## src/rtl/truth_table_sweeper_if.sv

```systemverilog
// Handshake and result bundle between the sweep engine, its controller and the
// circuit under test.
interface truth_table_sweeper_if #(
    parameter int N_IN = 3
);
    localparam int T = 1 << N_IN;

    logic            start;
    logic [T-1:0]    target;
    logic [N_IN-1:0] vec_out;
    logic            dut_out;
    logic            busy;
    logic            done;
    logic [T-1:0]    observed;
    logic [T-1:0]    mismatch_mask;
    logic [N_IN:0]   mismatch_cnt;
    logic            pass;

    modport master (
        output start, target, dut_out,
        input  vec_out, busy, done, observed, mismatch_mask, mismatch_cnt, pass
    );

    modport slave (
        input  start, target, dut_out,
        output vec_out, busy, done, observed, mismatch_mask, mismatch_cnt, pass
    );
endinterface

```

## src/rtl/truth_table_sweeper.sv

```systemverilog
// Walks every input combination of an external N_IN-input circuit, samples its
// response after a settle delay and scores the observed table against a target.
module truth_table_sweeper #(
    parameter int N_IN   = 3,
    parameter int SETTLE = 2
) (
    input  logic                  clk,
    input  logic                  rst,
    truth_table_sweeper_if.slave  bus
);
    localparam int T = 1 << N_IN;

    localparam logic [1:0] S_IDLE   = 2'd0;
    localparam logic [1:0] S_SWEEP  = 2'd1;
    localparam logic [1:0] S_FINISH = 2'd2;

    localparam logic [7:0]      SETTLE_V = 8'(SETTLE);
    localparam logic [N_IN-1:0] VEC_LAST = '1;
    localparam logic [N_IN-1:0] VEC_ONE  = N_IN'(1);

    function automatic logic [N_IN:0] popcount(input logic [T-1:0] v);
        logic [N_IN:0] c;
        c = '0;
        for (int i = 0; i < T; i++) begin
            c = c + {{N_IN{1'b0}}, v[i]};
        end
        return c;
    endfunction

    logic [1:0]      state_q, state_d;
    logic [N_IN-1:0] vec_q, vec_d;
    logic [7:0]      cnt_q, cnt_d;
    logic [T-1:0]    tgt_q, tgt_d;
    logic [T-1:0]    obs_q, obs_d;
    logic [T-1:0]    mask_q, mask_d;
    logic [N_IN:0]   mcnt_q, mcnt_d;
    logic            busy_q, busy_d;
    logic            done_q, done_d;
    logic            pass_q, pass_d;

    logic [T-1:0]    diff_s;
    logic [N_IN:0]   diff_cnt_s;

    assign diff_s     = obs_q ^ tgt_q;
    assign diff_cnt_s = popcount(diff_s);

    // Next-state logic for the IDLE / SWEEP / FINISH sequencer and its datapath.
    always_comb begin
        state_d = state_q;
        vec_d   = vec_q;
        cnt_d   = cnt_q;
        tgt_d   = tgt_q;
        obs_d   = obs_q;
        mask_d  = mask_q;
        mcnt_d  = mcnt_q;
        busy_d  = busy_q;
        done_d  = 1'b0;
        pass_d  = pass_q;
        case (state_q)
            S_IDLE: begin
                if (bus.start) begin
                    tgt_d   = bus.target;
                    obs_d   = '0;
                    mask_d  = '0;
                    mcnt_d  = '0;
                    pass_d  = 1'b0;
                    vec_d   = '0;
                    cnt_d   = SETTLE_V;
                    busy_d  = 1'b1;
                    state_d = S_SWEEP;
                end else begin
                    state_d = S_IDLE;
                end
            end
            S_SWEEP: begin
                if (cnt_q != 8'd0) begin
                    cnt_d = cnt_q - 8'd1;
                end else begin
                    obs_d[vec_q] = bus.dut_out;
                    // The last index finishes in place so vec_out never wraps.
                    if (vec_q == VEC_LAST) begin
                        state_d = S_FINISH;
                    end else begin
                        vec_d = vec_q + VEC_ONE;
                        cnt_d = SETTLE_V;
                    end
                end
            end
            S_FINISH: begin
                mask_d  = diff_s;
                mcnt_d  = diff_cnt_s;
                pass_d  = (diff_cnt_s == '0);
                done_d  = 1'b1;
                busy_d  = 1'b0;
                vec_d   = '0;
                state_d = S_IDLE;
            end
            default: begin
                busy_d  = 1'b0;
                vec_d   = '0;
                state_d = S_IDLE;
            end
        endcase
    end

    // State and output registers; reset drops any sweep without a done pulse.
    always_ff @(posedge clk or posedge rst) begin
        if (rst) begin
            state_q <= S_IDLE;
            vec_q   <= '0;
            cnt_q   <= 8'd0;
            tgt_q   <= '0;
            obs_q   <= '0;
            mask_q  <= '0;
            mcnt_q  <= '0;
            busy_q  <= 1'b0;
            done_q  <= 1'b0;
            pass_q  <= 1'b0;
        end else begin
            state_q <= state_d;
            vec_q   <= vec_d;
            cnt_q   <= cnt_d;
            tgt_q   <= tgt_d;
            obs_q   <= obs_d;
            mask_q  <= mask_d;
            mcnt_q  <= mcnt_d;
            busy_q  <= busy_d;
            done_q  <= done_d;
            pass_q  <= pass_d;
        end
    end

    assign bus.vec_out       = vec_q;
    assign bus.busy          = busy_q;
    assign bus.done          = done_q;
    assign bus.observed      = obs_q;
    assign bus.mismatch_mask = mask_q;
    assign bus.mismatch_cnt  = mcnt_q;
    assign bus.pass          = pass_q;
endmodule
```

## src/flat_wrapper.sv

```systemverilog
// flat-port wrapper written by rule: the top's interface ports become plain ports
module truth_table_sweeper_flat 
#(
    parameter int N_IN   = 3,
    parameter int SETTLE = 2
)
  (clk, rst, bus_start, bus_target, bus_dut_out, bus_vec_out, bus_busy, bus_done, bus_observed, bus_mismatch_mask, bus_mismatch_cnt, bus_pass);
  truth_table_sweeper_if #(.N_IN(N_IN)) bus_i ();
  input  logic clk;
  input  logic rst;
  input wire logic [$bits(bus_i.start)-1:0] bus_start;
  input wire logic [$bits(bus_i.target)-1:0] bus_target;
  input wire logic [$bits(bus_i.dut_out)-1:0] bus_dut_out;
  output wire logic [$bits(bus_i.vec_out)-1:0] bus_vec_out;
  output wire logic [$bits(bus_i.busy)-1:0] bus_busy;
  output wire logic [$bits(bus_i.done)-1:0] bus_done;
  output wire logic [$bits(bus_i.observed)-1:0] bus_observed;
  output wire logic [$bits(bus_i.mismatch_mask)-1:0] bus_mismatch_mask;
  output wire logic [$bits(bus_i.mismatch_cnt)-1:0] bus_mismatch_cnt;
  output wire logic [$bits(bus_i.pass)-1:0] bus_pass;
  assign bus_i.start = bus_start;
  assign bus_i.target = bus_target;
  assign bus_i.dut_out = bus_dut_out;
  assign bus_vec_out = bus_i.vec_out;
  assign bus_busy = bus_i.busy;
  assign bus_done = bus_i.done;
  assign bus_observed = bus_i.observed;
  assign bus_mismatch_mask = bus_i.mismatch_mask;
  assign bus_mismatch_cnt = bus_i.mismatch_cnt;
  assign bus_pass = bus_i.pass;
  truth_table_sweeper #(.N_IN(N_IN), .SETTLE(SETTLE)) u_core (.clk(clk), .rst(rst), .bus(bus_i));
endmodule
```

## config.mk

```make
export PLATFORM = sky130hd
export DESIGN_NAME = truth_table_sweeper_flat
export DESIGN_NICKNAME = d
export VERILOG_FILES = /design/src/rtl/truth_table_sweeper_if.sv /design/src/rtl/truth_table_sweeper.sv /design/src/flat_wrapper.sv
export SDC_FILE = /design/constraint.sdc
export NUM_CORES = 1
export LEC_CHECK = 0
export BUFFER_PORTS_ARGS = -buffer_cell sky130_fd_sc_hd__buf_4
export CELL_PAD_IN_SITES_DETAIL_PLACEMENT = 1
export CELL_PAD_IN_SITES_GLOBAL_PLACEMENT = 2
export CORE_MARGIN = 2
export CORE_UTILIZATION = 36
export CTS_CLUSTER_DIAMETER = 200
export CTS_CLUSTER_SIZE = 14
export DETAILED_ROUTE_END_ITERATION = 8
export PLACE_DENSITY = 0.86
export SLEW_MARGIN = 20
export SYNTH_ARGS = -nofsm -noshare
export SYNTH_HDL_FRONTEND = slang
export SYNTH_SLANG_ARGS = --single-unit
```

## constraint.sdc

```tcl
create_clock -name clk -period 3.9 [get_ports clk]
set_input_delay 0.975 -clock clk [delete_from_list [all_inputs] [get_ports clk]]
set_output_delay 0.975 -clock clk [all_outputs]
set_load 0.005 [all_outputs]
```

==> results_dict.tcl, run 1 <==
set metrics [dict create \
    hold_viol_final 0 \
    via_per_inst 5.370 \
    tightestPinTransition_ns 0.7960 \
    synth_seq_cells 44 \
    period_minus_slack_ns 3.490 \
    cp.arrival_ns 3.70 \
    grt_max_degree 45 \
    cts-root-buf "clkbuf_8" \
    drc 0 \
    wl_per_cell_um 16.28 \
    max_cap_violations 0 \
    status "complete, no violations" \
    dpl.hpwl_um 3769 \
    htree_levels 2 \
    ir_worst_vdd_mv 0.2205 \
    fin_crit_sh_pct 89.50 \
    synth_edf_count 0 \
    slew_headroom_pct 46.82 \
    cts_hold_buffers 0 \
    yosysWarnings 0 \
    worst_setup_path_start_kind "flip-flop" \
    antenna_found_initial 0 \
    tns_ns 0 \
    grt_pass1_wl_um 9183 \
    ant_nets 0 \
    chipHeight_um 83.21 \
    area_growth_syn_to_layout_pct 18.78 \
    clockBufferDepth 2 \
    cts_resized 0 \
    hp-class "reg2reg" \
    fin_skew_ns 0.008492 \
    die_area_mm2 0.006923 \
    io_pins 38 \
    final_nets 266 \
    start_util_pct 37.70 \
    clk_latency_ns 0.30 \
    synthFlopType "dfrtp_1" \
    clk_pin_slew_worst_paths_ns 0.09 \
    cp.required_ns 4.11 \
    power.density_mw_per_mm2 617.3 \
    critPathMaxFanout 2 \
    drt_iter0_markers 51 \
    port_buffers 37 \
    diodes 0 \
    holdWs_ns 0.4915 \
    synth_largest_area_cell "dfrtp_1" \
    nFillCells 681 \
    num_rows 28 \
    yosysUniqueCellTypes 46 \
    cts_setup_buffers 0 \
    p_leak_nw 1.264 \
    slew_violations 0 \
    synthTopCellsByCount "44 x dfrtp_1, 22 x nand2_1, 14 x o21ai_0" \
    numCtsBuffers 5 \
    grt_overflow 0 \
    multi_input_area_mm2 0.001057 \
    crit_path_end_kind "flip-flop" \
    regArea_mm2 0.001101 \
    via_count 1713 \
    synth_seq_area_share_pct 48.75 \
    synthTopCellsByArea "dfrtp_1 49%, mux2_2 4.5%, ha_1 3.9%" \
    rsz0062_at_grt "false" \
    setup_viol 0 \
    fmax_mhz 286.5 \
    syn_nets 231 \
    core_area_mm2 0.005991 \
    wl_um 5194 \
    synthCells 208 \
    synth-async-reset-ratio_pct 100.0 \
    grt_usage_pct 16.37 \
    yosysMostFrequentCell "dfrtp_1" \
    tritoncts "built" \
    critical_path_class "reg2reg" \
    die_x_um 83.21 \
    drive_gt1_share_pct 26.64 \
    synth_area_per_cell_um2 10.86 \
    gp_congestion 0.7446 \
    drt-pass1-iter-count 4 \
    netlist_area_mm2 0.002258 \
    yosys.area.top_type_share_pct 48.75 \
    cts_sinks 44 \
    grt_pass1_vias 1768 \
]
layer usage:
layer	track usage, %	vias up	share of wire (%)
met5	0	-	0
met4	4.471	0	1.2
met3	3.280	7	3.6
met2	25.44	32	47
met1	23.28	865	48
li1	-	809	-
worst max-delay path: stages, from the launching register on:
cell     delay [ns]
dfrtp_1        0.40
xor2_1         0.18
ha_1           0.32
fa_1           0.54
inv_1          0.06
fa_1           0.53
inv_1          0.06
fa_1           0.46
fa_1           0.39
xnor2_1        0.22
nand4_1        0.12
o22ai_1        0.13
cell usage in the layout, fill, tap and decap left out, types with 2 or more instances in the layout:
master and instances:
xnor2_1 3, or3_1 2, a32o_1 2, nand4_1 2, nor3_1 4, o22ai_1 7
xor2_1 6, o21a_1 3, clkbuf_8 6, inv_1 11, nand2b_1 4, and3_1 2
clkinv_2 2, nor4_1 2, fa_1 4, dfrtp_1 44, o31ai_1 10, o21ai_1 2
nor2_1 5, a31oi_1 5, mux2_2 9, buf_4 39, ha_1 7, o21ai_0 14
o21bai_1 2, a21o_1 6, nand2_1 22
final timing paths:
kind	start	end	slack [ns]	cells past startpoint
min	u_core.bus.busy$_DFFE_PP0P_	u_core.bus.busy$_DFFE_PP0P_	0.49	1
max in group asynchronous	rst	u_core.cnt_q[1]$_DFFE_PP0P_	2.70	3
min in group asynchronous	rst	u_core.bus.mismatch_cnt[3]$_DFFE_PP0P_	0.81	3
min reg2reg	u_core.bus.busy$_DFFE_PP0P_	u_core.bus.busy$_DFFE_PP0P_	0.49	1
max	u_core.tgt_q[0]$_DFFE_PP0P_	u_core.bus.pass$_DFFE_PP0P_	0.41	11
max reg2reg	u_core.tgt_q[0]$_DFFE_PP0P_	u_core.bus.pass$_DFFE_PP0P_	0.41	11
final cells by class:
class | instances | area share, %
Clock buffer | 6 | 3.078
Clock inverter | 2 | 0.3731
Inverter | 12 | 1.679
Multi-Input combinational cell | 141 | 39.41
Sequential cell | 44 | 41.04
Tap cell | 75 | 3.498
Timing Repair Buffer | 39 | 10.91
state kept, by name, indices dropped and copies added (netlist names), 2 cells and up:
register,flops
u_core.bus.mismatch_mask,8
u_core.bus.observed,8
u_core.cnt_q,8
u_core.tgt_q,8
u_core.bus.mismatch_cnt,4
u_core.bus.vec_out,3
u_core.state_q,2
report_power, final:
| part | internal, W | switching, W | total, W |
|---|---|---|---|
| Sequential | 0.000549 | 0.000122 | 0.000671 |
| Clock | 0.000142 | 0.000161 | 0.000302 |
| Combinational | 0.000327 | 0.000355 | 0.000682 |
metrics by stage:
stage / cells / power (W) / setup slack [ns] / area, um2 / utilization, %
after global placement: 311 / 0.001346 / 0.4692 / 2590 / 43.23
after CTS: 319 / 0.001681 / 0.3831 / 2683 / 44.78
after global routing: 319 / 0.001807 / 0.1812 / 2683 / 44.78
after detailed placement: 311 / 0.001373 / 0.4004 / 2590 / 43.23
final: 319 / 0.001656 / 0.4097 / 2683 / 44.78
after floorplan: 208 / 0.001169 / 0.5737 / 2258 / -
logic make-up after synthesis:
| logic type | count (synthesis) | share of synthesized area, % |
|---|---|---|
| adders and majority gates | 11 | 7.424 |
| xor gates and xnor gates | 9 | 3.490 |
| muxes | 10 | 4.931 |
| DFF | 44 | 48.75 |
| buffers and inverters | 23 | 4.432 |
| AOI/OAI and AO/OA | 58 | 17.89 |
| and+or+nand+nor | 53 | 13.08 |
(Power assumes the default switching activity.)
==> inputs of run 2 (changes only) <==
- RECOVER_POWER: default -> 50
==> results_dict.tcl, run 2 (synthesis results as in run 1) <==
set metrics [dict create \
    dpl.hpwl_um 3769 \
    grt_usage_pct 16.37 \
    wl_per_cell_um 16.30 \
    cp.required_ns 4.11 \
    tightestPinTransition_ns 2.368 \
    clk_pin_slew_worst_paths_ns 0.09 \
    die_x_um 83.21 \
    die_area_mm2 0.006923 \
    fin_area_mm2 0.002664 \
    nFillCells 684 \
    hp-class "reg2reg" \
    port_buffers 37 \
    diodes 0 \
    cp.arrival_ns 3.71 \
    fmax_mhz 285.6 \
    slew_violations 45 \
    chipHeight_um 83.21 \
    core_area_mm2 0.005991 \
    drive_gt1_share_pct 24.59 \
    clk_latency_ns 0.30 \
    p_leak_nw 1.251 \
    cp_common_cell "fa_1" \
    cts_setup_buffers 0 \
    critPathMaxFanout 2 \
    drt-pass1-iter-count 4 \
    ant_nets 0 \
    tritoncts "built" \
    final_nets 266 \
    cts_sinks 44 \
    period_minus_slack_ns 3.501 \
    cts-root-buf "clkbuf_8" \
    hold_viol_final 0 \
    path_delay_family "adder cells" \
    power.density_mw_per_mm2 620.5 \
    postPlaceCellArea_mm2 0.002590 \
    num_rows 28 \
    ir_worst_vdd_mv 0.2185 \
    place_inst 311 \
    max_stage_delay_ns 0.54 \
    via_per_inst 5.332 \
    cpMaxStageDelayCell "fa_1" \
    max_cap_violations 1 \
    cts_hold_buffers 0 \
    io_pins 38 \
    path_cells "xor2_1, ha_1, fa_1, inv_1, fa_1, inv_1, fa_1, fa_1, xnor2_1, nand4_1, o22ai_1" \
    final_cell_count_no_fill 319 \
    gp_congestion 0.7446 \
    antenna_found_initial 0 \
    wl_um 5201 \
    fin_skew_ns 0.008840 \
    regArea_mm2 0.001101 \
    multi_input_area_mm2 0.001050 \
    crit_buf_inv 2 \
    area_growth_syn_to_layout_pct 17.95 \
    drt_iter0_markers 57 \
    slew_headroom_pct -57.88 \
    grt_overflow 0 \
    via_count 1701 \
    violations "max-capacitance violations, max-slew violations" \
    status "finished with violations" \
    grt_max_degree 45 \
    grt_pass1_wl_um 9183 \
    rsz0062_at_grt "false" \
    cts_resized 0 \
    tns_ns 0 \
    setup_viol 0 \
    final_common_cell "dfrtp_1" \
    grt_pass1_vias 1768 \
    htree_levels 2 \
    fin_crit_sh_pct 89.77 \
    drc 0 \
    holdWs_ns 0.4918 \
    start_util_pct 37.70 \
    crit_path_end_kind "flip-flop" \
    numCtsBuffers 5 \
    final_cell_mix "44 x dfrtp_1, 35 x buf_4, 22 x nand2_1" \
    finalPower_w 0.001653 \
    clockBufferDepth 2 \
    worst_setup_path_start_kind "flip-flop" \
    critical_path_class "reg2reg" \
]
[run 2: changes by cell type in the layout (fill, tap and decap cells not counted), sizes merged]
cell,delta
buf,-4
clkbuf,+4
[run 2: area by class of cell]
class | count | share of cell area [%]
sequential | 44 | 41.33
multi-input combinational | 141 | 39.41
timing repair buffer | 39 | 10.57
tap | 75 | 3.523
clock buffer | 6 | 3.100
inverter | 12 | 1.691
clock inverter | 2 | 0.3758
[run 2: final timing paths]
| kind | start | end | slack [ns] | cells after the start |
|---|---|---|---|---|
| setup / recovery | u_core.tgt_q[0]$_DFFE_PP0P_ | u_core.bus.pass$_DFFE_PP0P_ | 0.40 | 11 |
| hold / removal | u_core.bus.busy$_DFFE_PP0P_ | u_core.bus.busy$_DFFE_PP0P_ | 0.49 | 1 |
| setup reg to reg | u_core.tgt_q[0]$_DFFE_PP0P_ | u_core.bus.pass$_DFFE_PP0P_ | 0.40 | 11 |
| hold reg to reg | u_core.bus.busy$_DFFE_PP0P_ | u_core.bus.busy$_DFFE_PP0P_ | 0.49 | 1 |
| max in group asynchronous | rst | u_core.cnt_q[6]$_DFFE_PP0P_ | 1.01 | 3 |
| min in group asynchronous | rst | u_core.bus.mismatch_cnt[3]$_DFFE_PP0P_ | 1.54 | 3 |
[run 2: report_power, final]
part | internal (W) | switching (W) | leakage, nW
combinational | 0.000326 | 0.000354 | 0.660
clock | 0.000142 | 0.000161 | 0.0510
sequential | 0.000549 | 0.000122 | 0.540
[run 2: stage by stage]
stage / worst slack (ns) / utilization [%]
final: 0.3991 / 44.47
after CTS: 0.3831 / 44.78
after floorplan: 0.5737 / -
after detailed placement: 0.4004 / 43.23
after global placement: 0.4692 / 43.23
after global routing: 0.1812 / 44.47
[run 2: per-layer routing]
layer  vias to the layer above  GRT usage [%]  share of wire (%)
met5                         -              0                  0
met4                         0          4.471                1.2
met3                         7          3.280                4.2
met2                        34          25.44                 46
met1                       849          23.28                 48
li1                        811              -                  -
